## src/rtl/fir_ser_pkg.sv

```systemverilog
// Shared types and constants for the FIR output serializer.
package fir_ser_pkg;

    typedef enum logic [1:0] {
        IDLE = 2'd0,
        LO   = 2'd1,
        HI   = 2'd2
    } ser_state_t;

    localparam int DATA_W_DEF = 11;
    localparam int BYTE_W_DEF = 8;

    // Number of sign bits needed to pad the upper word bits out to a full byte.
    function automatic int sign_pad(input int data_w, input int byte_w);
        return 2 * byte_w - data_w;
    endfunction

endpackage

```

## src/rtl/fir_out_serializer_if.sv

```systemverilog
// Result-in / byte-out signal bundle; master is the serializer, slave the FIR source plus byte sink.
// Adds m_parity when FIR_SER_PARITY_EN is defined.
interface fir_out_serializer_if #(
    parameter int DATA_W = 11,
    parameter int BYTE_W = 8
);
    logic              s_valid;
    logic [DATA_W-1:0] s_data;
    logic [BYTE_W-1:0] m_data;
    logic              m_valid;
    logic              m_last;
    logic              m_ready;
`ifdef FIR_SER_PARITY_EN
    logic              m_parity;
`endif

    modport master (
        input  s_valid, s_data, m_ready,
`ifdef FIR_SER_PARITY_EN
        output m_parity,
`endif
        output m_data, m_valid, m_last
    );

    modport slave (
        output s_valid, s_data, m_ready,
`ifdef FIR_SER_PARITY_EN
        input  m_parity,
`endif
        input  m_data, m_valid, m_last
    );
endinterface

```

## src/rtl/fir_ser_fifo.sv

```systemverilog
// Sync FIFO with fall-through head; 0-cycle read of head, push on full is taken only with a same-edge pop.
// No backpressure: a push the FIFO cannot hold is ignored and left to the caller to flag.
module fir_ser_fifo #(
    parameter  int W     = 11,
    parameter  int DEPTH = 4,
    localparam int AW    = $clog2(DEPTH),
    localparam int LW    = AW + 1
) (
    input  logic          clk,
    input  logic          rst_n,
    input  logic          push,
    input  logic          pop,
    input  logic [W-1:0]  din,
    output logic [W-1:0]  dout,
    output logic          full,
    output logic          empty,
    output logic [LW-1:0] level
);
    logic [W-1:0]  mem [DEPTH];
    logic [AW-1:0] wr_ptr;
    logic [AW-1:0] rd_ptr;
    logic          do_push;
    logic          do_pop;

    assign full    = (level == LW'(DEPTH));
    assign empty   = (level == '0);
    assign do_pop  = pop && !empty;
    assign do_push = push && (!full || do_pop);
    assign dout    = mem[rd_ptr];

    always_ff @(posedge clk) begin
        if (do_push) begin
            mem[wr_ptr] <= din;
        end
    end

    always_ff @(posedge clk or negedge rst_n) begin
        if (!rst_n) begin
            wr_ptr <= '0;
            rd_ptr <= '0;
            level  <= '0;
        end else begin
            if (do_push) wr_ptr <= wr_ptr + AW'(1);
            if (do_pop)  rd_ptr <= rd_ptr + AW'(1);
            case ({do_push, do_pop})
                2'b10:   level <= level + LW'(1);
                2'b01:   level <= level - LW'(1);
                default: level <= level;
            endcase
        end
    end

endmodule

```

## src/rtl/fir_out_serializer.sv

```systemverilog
// FIR result -> FIFO -> two-byte (low, sign-extended high) valid/ready stream; LO byte valid 1 cycle after an idle push.
// Stalls hold the byte stable; a full FIFO drops new results and sets sticky overflow. FIR_SER_PARITY_EN adds m_parity.
module fir_out_serializer
    import fir_ser_pkg::*;
#(
    parameter  int DATA_W     = DATA_W_DEF,
    parameter  int BYTE_W     = BYTE_W_DEF,
    parameter  int FIFO_DEPTH = 4,
    localparam int LW         = $clog2(FIFO_DEPTH) + 1
) (
    input  logic                  clk,
    input  logic                  rst_n,
    fir_out_serializer_if.master  bus,
    input  logic                  clr_ovf,
    output logic                  overflow,
    output logic [LW-1:0]         level
);
    localparam int PAD = sign_pad(DATA_W, BYTE_W);

    ser_state_t             state, state_nxt;
    logic [DATA_W-1:0]      fifo_dout;
    logic                   fifo_full;
    logic                   fifo_empty;
    logic                   pop;
    logic                   load_lo;
    logic                   load_hi;
    logic                   go_idle;
    logic                   hs;
    logic [DATA_W-BYTE_W-1:0] tx_hi;
    logic [BYTE_W-1:0]      hi_byte;
    logic [BYTE_W-1:0]      byte_nxt;
    logic [BYTE_W-1:0]      data_q;
    logic                   valid_q;
    logic                   last_q;

    fir_ser_fifo #(
        .W     (DATA_W),
        .DEPTH (FIFO_DEPTH)
    ) u_fifo (
        .clk   (clk),
        .rst_n (rst_n),
        .push  (bus.s_valid),
        .pop   (pop),
        .din   (bus.s_data),
        .dout  (fifo_dout),
        .full  (fifo_full),
        .empty (fifo_empty),
        .level (level)
    );

    assign hs       = valid_q && bus.m_ready;
    assign hi_byte  = {{PAD{tx_hi[DATA_W-BYTE_W-1]}}, tx_hi};
    assign byte_nxt = load_lo ? fifo_dout[BYTE_W-1:0] : hi_byte;

    always_ff @(posedge clk or negedge rst_n) begin
        if (!rst_n) state <= IDLE;
        else        state <= state_nxt;
    end

    always_comb begin
        state_nxt = state;
        pop       = 1'b0;
        load_lo   = 1'b0;
        load_hi   = 1'b0;
        go_idle   = 1'b0;
        case (state)
            IDLE: if (!fifo_empty) begin
                pop       = 1'b1;
                load_lo   = 1'b1;
                state_nxt = LO;
            end
            LO: if (hs) begin
                load_hi   = 1'b1;
                state_nxt = HI;
            end
            HI: if (hs) begin
                // Back-to-back words: reload straight from the FIFO head, no idle bubble.
                if (!fifo_empty) begin
                    pop       = 1'b1;
                    load_lo   = 1'b1;
                    state_nxt = LO;
                end else begin
                    go_idle   = 1'b1;
                    state_nxt = IDLE;
                end
            end
            default: state_nxt = IDLE;
        endcase
    end

    always_ff @(posedge clk or negedge rst_n) begin
        if (!rst_n) begin
            tx_hi   <= '0;
            data_q  <= '0;
            valid_q <= 1'b0;
            last_q  <= 1'b0;
        end else begin
            if (load_lo) tx_hi <= fifo_dout[DATA_W-1:BYTE_W];
            if (load_lo || load_hi) begin
                data_q  <= byte_nxt;
                valid_q <= 1'b1;
                last_q  <= load_hi;
            end else if (go_idle) begin
                valid_q <= 1'b0;
                last_q  <= 1'b0;
            end
        end
    end

    always_ff @(posedge clk or negedge rst_n) begin
        if (!rst_n)                                  overflow <= 1'b0;
        else if (bus.s_valid && fifo_full && !pop)   overflow <= 1'b1;
        else if (clr_ovf)                            overflow <= 1'b0;
    end

`ifdef FIR_SER_PARITY_EN
    logic par_q;
    always_ff @(posedge clk or negedge rst_n) begin
        if (!rst_n)                  par_q <= 1'b0;
        else if (load_lo || load_hi) par_q <= ^byte_nxt;
    end
    assign bus.m_parity = par_q;
`endif

    assign bus.m_data  = data_q;
    assign bus.m_valid = valid_q;
    assign bus.m_last  = last_q;

endmodule

```

## src/flat_wrapper.sv

```systemverilog
// flat-port wrapper written by rule: the top's interface ports become plain ports
module fir_out_serializer_flat import fir_ser_pkg::*;
#(
    parameter  int DATA_W     = DATA_W_DEF,
    parameter  int BYTE_W     = BYTE_W_DEF,
    parameter  int FIFO_DEPTH = 4,
    localparam int LW         = $clog2(FIFO_DEPTH) + 1
)
  (clk, rst_n, clr_ovf, overflow, level, bus_s_valid, bus_s_data, bus_m_ready, bus_m_data, bus_m_valid, bus_m_last);
  fir_out_serializer_if #(.DATA_W(DATA_W), .BYTE_W(BYTE_W)) bus_i ();
  input  logic clk;
  input  logic rst_n;
  input  logic clr_ovf;
  output logic overflow;
  output logic [LW-1:0] level;
  input wire logic [$bits(bus_i.s_valid)-1:0] bus_s_valid;
  input wire logic [$bits(bus_i.s_data)-1:0] bus_s_data;
  input wire logic [$bits(bus_i.m_ready)-1:0] bus_m_ready;
  output wire logic [$bits(bus_i.m_data)-1:0] bus_m_data;
  output wire logic [$bits(bus_i.m_valid)-1:0] bus_m_valid;
  output wire logic [$bits(bus_i.m_last)-1:0] bus_m_last;
  assign bus_i.s_valid = bus_s_valid;
  assign bus_i.s_data = bus_s_data;
  assign bus_i.m_ready = bus_m_ready;
  assign bus_m_data = bus_i.m_data;
  assign bus_m_valid = bus_i.m_valid;
  assign bus_m_last = bus_i.m_last;
  fir_out_serializer #(.DATA_W(DATA_W), .BYTE_W(BYTE_W), .FIFO_DEPTH(FIFO_DEPTH)) u_core (.clk(clk), .rst_n(rst_n), .bus(bus_i), .clr_ovf(clr_ovf), .overflow(overflow), .level(level));
endmodule
```

## config.mk

```make
export PLATFORM = sky130hd
export DESIGN_NAME = fir_out_serializer_flat
export DESIGN_NICKNAME = d
export VERILOG_FILES = /design/src/rtl/fir_ser_pkg.sv /design/src/rtl/fir_out_serializer_if.sv /design/src/rtl/fir_ser_fifo.sv /design/src/rtl/fir_out_serializer.sv /design/src/flat_wrapper.sv
export SDC_FILE = /design/constraint.sdc
export NUM_CORES = 1
export LEC_CHECK = 0
export BUFFER_PORTS_ARGS = -buffer_cell sky130_fd_sc_hd__buf_2
export CAP_MARGIN = 20
export CORE_MARGIN = 2
export CORE_UTILIZATION = 60
export CTS_CLUSTER_DIAMETER = 60
export DETAILED_ROUTE_END_ITERATION = 16
export GPL_TIMING_DRIVEN = 0
export PLACE_DENSITY = 0.81
export RECOVER_POWER = 100
export SLEW_MARGIN = 10
export SYNTH_ARGS = -nofsm -noshare
export SYNTH_HDL_FRONTEND = slang
export SYNTH_HIERARCHICAL = 1
export SYNTH_SLANG_ARGS = --single-unit
```

## constraint.sdc

```tcl
create_clock -name clk -period 5.7 [get_ports clk]
set_input_delay 0.57 -clock clk [delete_from_list [all_inputs] [get_ports clk]]
set_output_delay 0.57 -clock clk [all_outputs]
set_load 0.1 [all_outputs]
```

## After elaboration in Yosys (flattened, before gate mapping)

Memory sizes are Yosys's and may differ from the RTL's.
Index checks and enable logic that the tools add are counted.

| operators by class | value |
|---|---|
| add/subtract/negate cells | 4 |
| eq/ne operators | 8 |
| muxes and demuxes | 22 |
| reductions and logical operators | 16 |

Operator list:

| kind | number |
|---|---|
| 1-bit 2-to-1 mux | 15 |
| 8-bit 2-to-1 mux | 1 |
| 2-bit 2-to-1 mux | 3 |
| 2-bit case mux with 3 select lines | 1 |
| 3-bit case mux with 2 select lines | 1 |
| 2-bit nonzero test | 3 |
| 1-bit logical AND | 5 |
| 2-bit by 1-bit adder with 2-bit output (second input constant) | 2 |
| 2-bit by 1-bit equality test with 1-bit output (second input constant) | 2 |
| 2-bit equality test (second input constant) | 2 |
| 2-bit by 1-bit != test with 1-bit output (second input constant) | 2 |
| 3-bit by 1-bit adder with 3-bit output (second input constant) | 1 |
| 3-bit equality test (second input constant) | 1 |
| 1-bit zero test | 3 |
| 3-bit zero test | 1 |
| 3-bit AND reduction | 1 |
| 3-bit by 1-bit subtractor with 3-bit output (second input constant) | 1 |
| 2-bit zero test | 1 |
| 1-bit logical OR | 2 |
| 2-bit != test (second input constant) | 1 |
| 1-bit case mux with 2 select lines | 1 |

| storage, ports and cells | value |
|---|---|
| register bits after elaboration | 23 |
| RAM bits | 44 |
| input bits | 16 |
| output and inout bits | 14 |
| word-level logic and storage cells | 60 |
| memories kept | 1 |

Memories:

| memory | depth | width | read ports | clocked after memory_dff | wr ports | RTL line | RTL |
|---|---|---|---|---|---|---|---|
| u_core.u_fifo.mem | 4 | 11 | 1 | 0 | 1 | fir_ser_fifo.sv:19 | `logic [W-1:0] mem [DEPTH];` |

## Depth between registers and ports, before layout

Gate-level depths: netlist of the first run.

| logic depth | value |
|---|---|
| depth in word-level cells | 9 |
| depth in mapped cells | 11 |
| mapped depth without buffers | 10 |

## Hierarchy

The synthesis of the first run kept the hierarchy.

By module, submodules not included:

| module | instances | cells an instance | area an instance (um2) | sequential area each (um2) |
|---|---|---|---|---|
| fir_ser_fifo | 1 | 95 | 2018.2 | 1496.4 |
| fir_out_serializer | 1 | 56 | 760.7 | 400.4 |

## Worst setup path before layout of the first run

No wires, ideal clock.

| path | value |
|---|---|
| path type | reg-to-reg |
| start | reg u_core.u_fifo.level[0] |
| end | reg u_core.u_fifo.level[2] |
| library setup time | 0.163 ns |
| arrival time | 2.818 ns |
| required time | 5.537 ns |
| setup slack | 2.719 ns |
| stages on the path, launching flop included | 11 |
| buffers on the path | 1 |
| period minus slack after synthesis | 2.981 ns |
| path through | dfrtp_1 nor3_1 nor3_4 buf_4 o31a_2 ha_1 inv_1 fa_1 xor2_1 nor2_1 xor2_1 |

| between the ends | value |
|---|---|
| word-level cells in the longest chain between the ends | 9 |
| elaborated cells on any way between the ends | 16 |
| classes of those cells | add/sub (2); eq/ne (3); mux (4); reduce/logical (7) |

RTL lines:

| what | RTL line | RTL |
|---|---|---|
| from (decl) | fir_ser_fifo.sv:17 | `output logic [LW-1:0] level` |
| from (signal assigned) | fir_ser_fifo.sv:46 | `2'b10: level <= level + LW'(1);` |
| from (signal assigned) | fir_ser_fifo.sv:47 | `2'b01: level <= level - LW'(1);` |
| from (signal assigned) | fir_ser_fifo.sv:48 | `default: level <= level;` |
| 3-bit zero test * | fir_ser_fifo.sv:26 | `assign empty = (level == '0);` |
| via u_core.fifo_empty | fir_out_serializer.sv:23 | `logic fifo_empty;` |
| 1-bit 2-to-1 mux * | n/a |  |
| 1-bit 2-to-1 mux | n/a |  |
| 1-bit case mux with 2 select lines * | n/a |  |
| via u_core.load_lo | fir_out_serializer.sv:25 | `logic load_lo;` |
| 1-bit logical AND * | fir_ser_fifo.sv:27 | `assign do_pop = pop && !empty;` |
| via u_core.u_fifo.do_pop | fir_ser_fifo.sv:23 | `logic do_pop;` |
| 1-bit logical OR | fir_ser_fifo.sv:28 | `assign do_push = push && (!full \|\| do_pop);` |
| 1-bit logical AND | fir_ser_fifo.sv:28 |  |
| 2-bit by 1-bit equality test with 1-bit output / 2-bit equality test (equally long branches) | fir_ser_fifo.sv:45 | `case ({do_push, do_pop})` |
| 3-bit case mux with 2 select lines / 2-bit nonzero test (equally long branches) | n/a |  |

The timed path passes the listed nets; every way through them passes the cells marked *.
A chain may end at the register's enable or synchronous reset.

## Final worst setup path of the first run

| path | value |
|---|---|
| start | reg u_core.u_fifo.level[0] |
| end | mem u_core.u_fifo.mem[3][3] (enable) |

| between the ends | value |
|---|---|
| word-level cells in the longest chain between the ends | 9 |
| elaborated cells on any way between the ends | 12 |
| classes of those cells | eq/ne (1); mux (5); reduce/logical (6) |

RTL lines:

| what | RTL line | RTL |
|---|---|---|
| 3-bit zero test * | fir_ser_fifo.sv:26 |  |
| via u_core.fifo_empty | fir_out_serializer.sv:23 |  |
| 1-bit 2-to-1 mux * | n/a |  |
| 1-bit 2-to-1 mux | n/a |  |
| 1-bit case mux with 2 select lines * | n/a |  |
| via u_core.load_lo | fir_out_serializer.sv:25 |  |
| 1-bit logical AND * | fir_ser_fifo.sv:27 |  |
| 1-bit logical OR * | fir_ser_fifo.sv:28 |  |
| 1-bit logical AND * | fir_ser_fifo.sv:28 |  |
| 1-bit 2-to-1 mux * | fir_ser_fifo.sv:32 | `if (do_push) begin` |
| 1-bit 2-to-1 mux (not written as such) * | fir_ser_fifo.sv:33 | `mem[wr_ptr] <= din;` |
| to (decl) | fir_ser_fifo.sv:19 |  |

Marked as above.

==> results of run 1 <==
==> synth_stat cells (2+ instances only) <==
master	number	area, um^2
edfxtp_1	44	1320
dfrtp_1	23	576
mux2_2	19	214
mux4_2	11	248
inv_1	8	30.0
ha_1	5	62.6
nand2_1	5	18.8
and2_2	4	30.0
xnor2_1	3	26.3
xor2_1	3	26.3
a21oi_1	2	10.0
buf_4	2	15.0
nor2_1	2	7.51
nor3_1	2	10.0
o21ai_0	2	10.0
==> power groups by stage <==
stage / Combinational, mW / Clock [mW] / Sequential, mW
floorplan: 0.118 / 0 / 0.745
global placement: 0.267 / 0 / 0.650
detailed placement: 0.282 / 0 / 0.657
CTS: 0.282 / 0.328 / 0.648
global route: 0.282 / 0.353 / 0.658
finish: 0.263 / 0.319 / 0.650
==> worst max-delay path: stages, from the launching register on <==
cell      delay [ns]
dfrtp_1         0.45
nor3_1          0.14
nor3_1          0.48
clkbuf_1        0.55
o21a_1          0.37
and2_0          0.76
==> worst paths after layout <==
kind,from,to,slack (ns),cells past startpoint
worst min-delay path,clr_ovf,u_core/overflow$_DFFE_PN0P_,0.43,2
max in group asynchronous,rst_n,u_core/bus.m_data[4]$_DFFE_PN0P_,4.47,1
min in group asynchronous,rst_n,u_core/state[1]$_DFFE_PN0P_,0.49,1
worst max register to register,u_core/u_fifo/level[0]$_DFFE_PN0P_,u_core/u_fifo/mem[3][3]$_DFFE_PP_,2.58,5
worst max-delay path,u_core/u_fifo/level[0]$_DFFE_PN0P_,u_core/u_fifo/mem[3][3]$_DFFE_PP_,2.58,5
worst min register to register,u_core/tx_hi[0]$_DFFE_PN0N_,u_core/tx_hi[0]$_DFFE_PN0N_,0.51,1
==> kinds of logic (layout without fill, tap and decap cells) <==
group / Yosys count / in the layout
fa+ha+maj: 6 / 6
compound gates: 9 / 9
xor+xnor: 6 / 6
flops: 67 / 67
buf+inv: 12 / 57
simple gates: 19 / 19
mux: 32 / 32
==> flip-flops by register name, summed over array words and instances (netlist names) <==
name / flops
u_core/state: 2
u_core/u_fifo/level: 3
u_core/bus.m_valid: 1
u_core/bus.m_last: 1
u_core/bus.m_data: 8
u_core/u_fifo/wr_ptr: 2
u_core/overflow: 1
u_core/u_fifo/rd_ptr: 2
u_core/tx_hi: 3
u_core/u_fifo/mem: 44
==> layer usage <==
| layer | global-route usage [%] | share of wire, % |
|---|---|---|
| met4 | 13.0 | 2.0 |
| met1 | 22.6 | 41 |
| met2 | 33.0 | 52 |
| met5 | 0 | 0 |
| met3 | 5.00 | 5.0 |
==> cell type report <==
type	count	area [um^2]	share of cell area, %
repair buffers	29	113	3.67
multi-input cells	72	786	25.6
flip-flops and latches	67	1900	61.8
inverters	8	30.0	0.978
well taps	52	65.1	2.12
clock inverters	4	16.3	0.530
clock buffers	12	145	4.73
plain buffers	4	20.0	0.652
==> through the flow <==
stage	util, %	hold slack [ns]	area, um^2
after floorplan	-	0.274	2780
after global placement	67.7	0.489	2990
after detailed placement	67.7	0.500	2990
after CTS	71.4	0.221	3150
after global routing	69.6	0.438	3070
final	69.6	0.434	3070
==> results by group, run 1 <==
Route
  – Routed WL: 4480 um
  – Initial DRC count: 67
  – Drt first pass iters: 4
  – DRC viols: 0
  – Routed WL per cell: 18.0 um
  – Vias per inst: 5.72
  – ANT nets after route: 0
  – Vias: 1419

Global route
  – Number of global-route vias before repair: 1548
  – Grt ovf: 0
  – First-pass GRT wire length: 7220 um
  – Largest net degree at the start of global routing: 24
  – All-layer global routing usage: 19.7%
  – Number of antenna violations at the first check in global routing: 0

Floorplan
  – Die width: 72.1 um
  – Die Y: 72.1 um
  – Die area: 5190 um^2
  – Num rows: 24
  – Core Region: 4410 um^2
  – Io pins: 30
  – Initial Util: 63.0%

STA
  – Max-slew violation count: 0
  – Final setup viols: 0
  – TNS Setup: 0 ns
  – Max frequency: 320 MHz
  – Worst-Margin Slew: 1.26 ns
  – Slew HR: 16.3%
  – Post-Route Skew: 0.00641 ns
  – Tmin final: 3.12 ns
  – Final worst path period share: 54.8%
  – Fin. Hold Viols: 0
  – RSZ-0062 raised after global routing: false
  – Post-route setup slack: 2.58 ns

Clock network
  – Post-CTS Hold Buffers: 0
  – Root buf cell: clkbuf_8
  – TritonCTS clock tree: built
  – H-tree depth: 3
  – Worst-Skew Late Latency: 0.33 ns
  – PostCTS Resize Cnt: 0
  – Post-CTS setup buffers: 0
  – Max Root-Sink Buffers: 2
  – CTS Buf Count: 9
  – Clk slew on worst S/H paths: 0.06 ns
  – CTS sink cnt: 67

Cells and area
  – Fillers: 291
  – Ant. Diodes: 0
  – Layout cells sized above 1: 24.5%
  – Nets@finish: 213
  – Most frequent cells in the layout: edfxtp_1, clkbuf_1, dfrtp_1
  – Area delta synth->final: 10.5%
  – Final Non-Filler Cells: 248
  – Commonest non-fill, non-tap cell in the layout: edfxtp_1

Power and ir drop
  – Leak Pwr: 1.18 nW
  – Sw frac: 31.9%
  – Comb pwr share: 21.4%
  – Clock power frac: 25.9%
  – Sw power: 0.394 mW
  – Total power: 1.23 mW
  – Pwr per Cell Area: 401 nW/um^2
  – Register share of total power: 52.7%
  – Internal: 0.839 mW
  – IR drop worst, VDD: 0.216 mV

Synthesis
  – Synth Area in Adders: 2.97%
  – FF+latch count, synth: 67
  – Sequential cell area fraction in the yosys report: 68.3%
  – Post-synthesis average cell area: 18.4 um^2
  – Top_reg_cell synth: edfxtp_1
  – Combinational family with the most area after synthesis: multiplexers
  – Asr flop ratio synth: 34.3%
  – Mux contribution to synthesized area: 17.5%
  – Xor and xnor area share after synthesis: 1.89%
  – Ys Warns: 6
  – Synth Area in Simple Gates: 4.86%
  – Synthesized area: 2780 um^2
  – EDFF count, synth: 44
  – Mapped Cells: 151
  – Syn nets: 173
  – Post-synthesis compound-gate area fraction: 2.57%
  – Unique masters post-synth: 31

Min path
  – Hold WC Path Type: in -> reg

Place
  – Dpl cells: 232
  – Pre-CTS setup slack: 2.94 ns
  – Hpwl dp: 3010 um
  – Port Buf Inserts: 29
  – GP Congestion: 0.766

Worst setup path
  – WS Path Type: reg -> reg
  – Crit path launch type: flop
  – Maximum fanout along the worst path: 11
  – Setup crit end kind: flop
  – CP arrival: 3.08 ns
  – Critical Path RT: 5.65 ns

Job
  – Max Cap Violations: 0

Run status
  – Status: complete, no violations
Note: power is estimated with default switching activity, not from simulation.
==> run 2: changes to the inputs <==
- ABC_AREA: default -> 1
- CORE_UTILIZATION: 60 -> 58
- PLACE_DENSITY: 0.81 -> 0.79
- clock period: 5.7 -> 3.05 ns (I/O delays scaled with it)
==> run 2 against run 1 <==
  * Fmax up 14%
  * Final cell count up 50%
  * Critical path depth up 5
  * Area after synthesis up 4.0%
  * Largest power group unchanged
  * Clock skew up 0.0040 ns
  * Utilization down 0.11 points
  * First-iteration DRC count rose to 3.1 times the previous value
  * Sequential power up 86%
  * Clock-buffer cell count up 2
  * Global-route usage up 1.8 points
  * Sequential share of layout area down 4.3 points
  * Power up 100%
==> results by group, run 2 <==
Clock network
  – Post-CTS setup buffers: 0 (unchanged)
  – Clk slew on worst S/H paths: 0.07 ns (was 0.06 ns)
  – PostCTS Resize Cnt: 0 (unchanged)
  – Root buf cell: clkbuf_8 (unchanged)
  – TritonCTS clock tree: built (unchanged)
  – CTS sink cnt: 67 (unchanged)
  – Max Root-Sink Buffers: 2 (unchanged)
  – CTS Buf Count: 9 (unchanged)
  – Worst-Skew Late Latency: 0.33 ns (about the same)
  – H-tree depth: 3 (unchanged)

Floorplan
  – Die width: 74.6 um (was 72.1 um)
  – Core Region: 4750 um^2 (was 4410 um^2)
  – Die area: 5560 um^2 (was 5190 um^2)
  – Num rows: 25 (was 24)
  – Die Y: 74.6 um (was 72.1 um)
  – Io pins: 30 (unchanged)
  – Initial Util: 60.8% (was 63.0%)

Synthesis
  – Most frequent cell after synthesis: nand2_1 (was edfxtp_1)
  – Mapped Cells: 259 (was 151)
  – Synthesized area: 2890 um^2 (was 2780 um^2)
  – Area contributors post-synth: edfxtp_1, dfrtp_1, nand2_1, o21ai_1, nor2_1 (was edfxtp_1, dfrtp_1, mux4_2, mux2_2, ha_1)
  – FF+latch count, synth: 67 (unchanged)
  – Syn nets: 281 (was 173)
  – EDFF count, synth: 44 (unchanged)
  – Asr flop ratio synth: 34.3% (unchanged)
  – Ys Warns: 6 (unchanged)
  – Unique masters post-synth: 24 (was 31)
  – Sequential cell area fraction in the yosys report: 65.6% (was 68.3%)
  – Commonest cells post-synth: nand2_1, edfxtp_1, nor2_1, o21ai_1 (was edfxtp_1, dfrtp_1, mux2_2, mux4_2, inv_1)
  – Yosys top cell by area: edfxtp_1 (unchanged)
  – Post-synthesis average cell area: 11.2 um^2 (was 18.4 um^2)
  – Yosys top cell area share: 45.7% (was 47.5%)
  – Top_reg_cell synth: edfxtp_1 (unchanged)

Power and ir drop
  – IR drop worst, VDD: 0.536 mV (was 0.216 mV)
  – Sw frac: 31.5% (was 31.9%)
  – Comb pwr share: 20.2% (was 21.4%)
  – Total power: 2.51 mW (was 1.23 mW)
  – Leak Pwr: 1.39 nW (was 1.18 nW)
  – Internal: 1.72 mW (was 0.839 mW)
  – Clock power frac: 31.7% (was 25.9%)
  – Sw power: 0.791 mW (was 0.394 mW)
  – Register share of total power: 48.1% (was 52.7%)
  – Pwr per Cell Area: 760 nW/um^2 (was 401 nW/um^2)

Cells and area
  – Nets@finish: 323 (was 213)
  – Area delta synth->final: 14.3% (was 10.5%)
  – Number of flip-flops in the largest register: 44 (unchanged)
  – Layout cells sized above 1: 13.1% (was 24.5%)
  – Most frequent cells in the layout: nand2_1, edfxtp_1, nor2_1 (was edfxtp_1, clkbuf_1, dfrtp_1)
  – Largest Register: u_core/u_fifo/mem (unchanged)
  – Ant. Diodes: 0 (unchanged)
  – Commonest non-fill, non-tap cell in the layout: nand2_1 (was edfxtp_1)

STA
  – Slew HR: 21.5% (was 16.3%)
  – Final worst path period share: 89.7% (was 54.8%)
  – Fin. Hold Viols: 0 (unchanged)
  – Max frequency: 366 MHz (was 320 MHz)
  – Post-Route Skew: 0.0104 ns (was 0.00641 ns)
  – TNS Setup: 0 ns (unchanged)
  – Tmin final: 2.74 ns (was 3.12 ns)
  – Worst-Margin Slew: 1.18 ns (was 1.26 ns)
  – Max-slew violation count: 0 (unchanged)
  – RSZ-0062 raised after global routing: false (unchanged)
  – Final setup viols: 0 (unchanged)

Route
  – Vias per inst: 5.10 (was 5.72)
  – Initial DRC count: 205 (was 67)
  – M1 WL: 2420 um (was 1860 um)
  – DRC viols: 0 (unchanged)
  – ANT nets after route: 0 (unchanged)
  – Met2 routed wirelength: 2520 um (was 2310 um)
  – Detail Route met3 WL: 258 um (was 223 um)
  – Routed WL: 5220 um (was 4480 um)
  – Max layer used: met4 (unchanged)
  – Routed WL per cell: 14.0 um (was 18.0 um)
  – Drt first pass iters: 4 (unchanged)
  – Vias: 1903 (was 1419)

Worst setup path
  – Crit-path most repeated cell: inv_1 (was nor3_1)
  – Setup crit end kind: flop (unchanged)
  – Critical Path RT: 3.00 ns (was 5.65 ns)
  – Worst path slowest cell: nor2_1 (was and2_0)
  – CP max stage delay: 0.78 ns (was 0.76 ns)
  – CP arrival: 2.69 ns (was 3.08 ns)
  – Worst path buffer plus inverter count: 4 (was 1)
  – CP delay by family, top: simple AND/OR/NAND/NOR gates (unchanged)
  – Worst path cell trace: inv_1, nand2_1, inv_1, nor2_2, nand2_4, inv_2, inv_1, nand3_1, nand2_4, nor2_1 (was nor3_1, nor3_1, clkbuf_1, o21a_1, and2_0)
  – WS Path Type: reg -> reg (unchanged)
  – Crit path launch type: flop (unchanged)
  – Maximum fanout along the worst path: 13 (was 11)

Min path
  – Hold WC Path Type: in -> reg (unchanged)

Place
  – GP Congestion: 0.781 (was 0.766)
  – Port Buf Inserts: 29 (unchanged)
  – Hpwl dp: 3480 um (was 3010 um)

Global route
  – Grt ovf: 0 (unchanged)
  – Largest net degree at the start of global routing: 24 (unchanged)
  – Number of antenna violations at the first check in global routing: 0 (unchanged)
  – All-layer global routing usage: 21.5% (was 19.7%)
  – First-pass GRT wire length: 8630 um (was 7220 um)
  – Number of global-route vias before repair: 1813 (was 1548)

Job
  – Max Cap Violations: 0 (unchanged)

Run status
  – Status: complete, no violations (unchanged)
run 2: final cells by class:
type	count	area, um^2
well taps	67	83.8
multi-input cells	162	803
fillers	356	1450
flip-flops and latches	67	1900
inverters	22	87.6
repair buffers	31	126
clock buffers	14	185
plain buffers	8	81.3
clock inverters	2	38.8
run 2: cell families (layout without fill, tap and decap cells):
kind of cell	after synthesis	after routing	synth area share, %
adders and majority gates	6	6	2.86
buffers and inverters	30	77	6.10
DFF	67	67	65.6
and+or+nand+nor	118	118	18.7
AOI/OAI and AO/OA	37	37	6.41
xor gates and xnor gates	1	1	0.303
run 2: power by group through the flow:
stage / Clock [mW] / Combinational [mW] / Sequential [mW]
finish: 0.796 / 0.506 / 1.21
global route: 0.853 / 0.560 / 1.22
CTS: 0.813 / 0.523 / 1.21
detailed placement: 0 / 0.519 / 1.23
global placement: 0 / 0.500 / 1.22
floorplan: 0 / 0.221 / 1.39
run 2: what timing repair did:
action,in CTS,in global routing
setup endpoints to repair,0,0
hold endpoints to repair,23,0
hold buffers,1,0
run 2: final timing paths:
path                       slack [ns]  cells after the start                               start                             endpoint
max                              0.31                     10  u_core/u_fifo/level[2]$_DFFE_PN0P_    u_core/u_fifo/mem[1][5]$_DFFE_PP_
min                              0.14                      2                             clr_ovf          u_core/overflow$_DFFE_PN0P_
max reg2reg                      0.31                     10  u_core/u_fifo/level[2]$_DFFE_PN0P_    u_core/u_fifo/mem[1][5]$_DFFE_PP_
min reg2reg                      0.48                      2         u_core/tx_hi[1]$_DFFE_PN0N_          u_core/tx_hi[1]$_DFFE_PN0N_
max in group asynchronous        1.62                      2                               rst_n  u_core/u_fifo/rd_ptr[0]$_DFFE_PN0P_
min in group asynchronous        0.72                      2                               rst_n   u_core/u_fifo/level[2]$_DFFE_PN0P_
run 2: stage by stage:
stage	instance area (um^2)	std cells	util, %	hold slack (ns)	setup slack (ns)
after floorplan	2890	259	-	0.00941	0.165
after global placement	3120	355	65.6	0.303	0.388
after detailed placement	3120	355	65.6	0.303	0.325
after CTS	3350	372	70.5	0.125	0.298
after global routing	3300	373	69.5	0.128	0.0774
final	3300	373	69.5	0.140	0.315
run 2: worst register-to-register path, cell delays in order, from the launching register on:
cell and delay, ns:
dfrtp_1 0.41, inv_1 0.10, nand2_1 0.14, inv_1 0.09, nor2_2 0.20, nand2_4 0.10
inv_2 0.18, inv_1 0.07, nand3_1 0.17, nand2_4 0.10, nor2_1 0.79
run 2: routing by layer:
metal  vias to the layer above  global-route usage, %
met2                        46                   33.2
met3                         2                   4.47
met5                         -                      0
li1                        957                      -
met4                         0                   10.3
met1                       898                   29.3
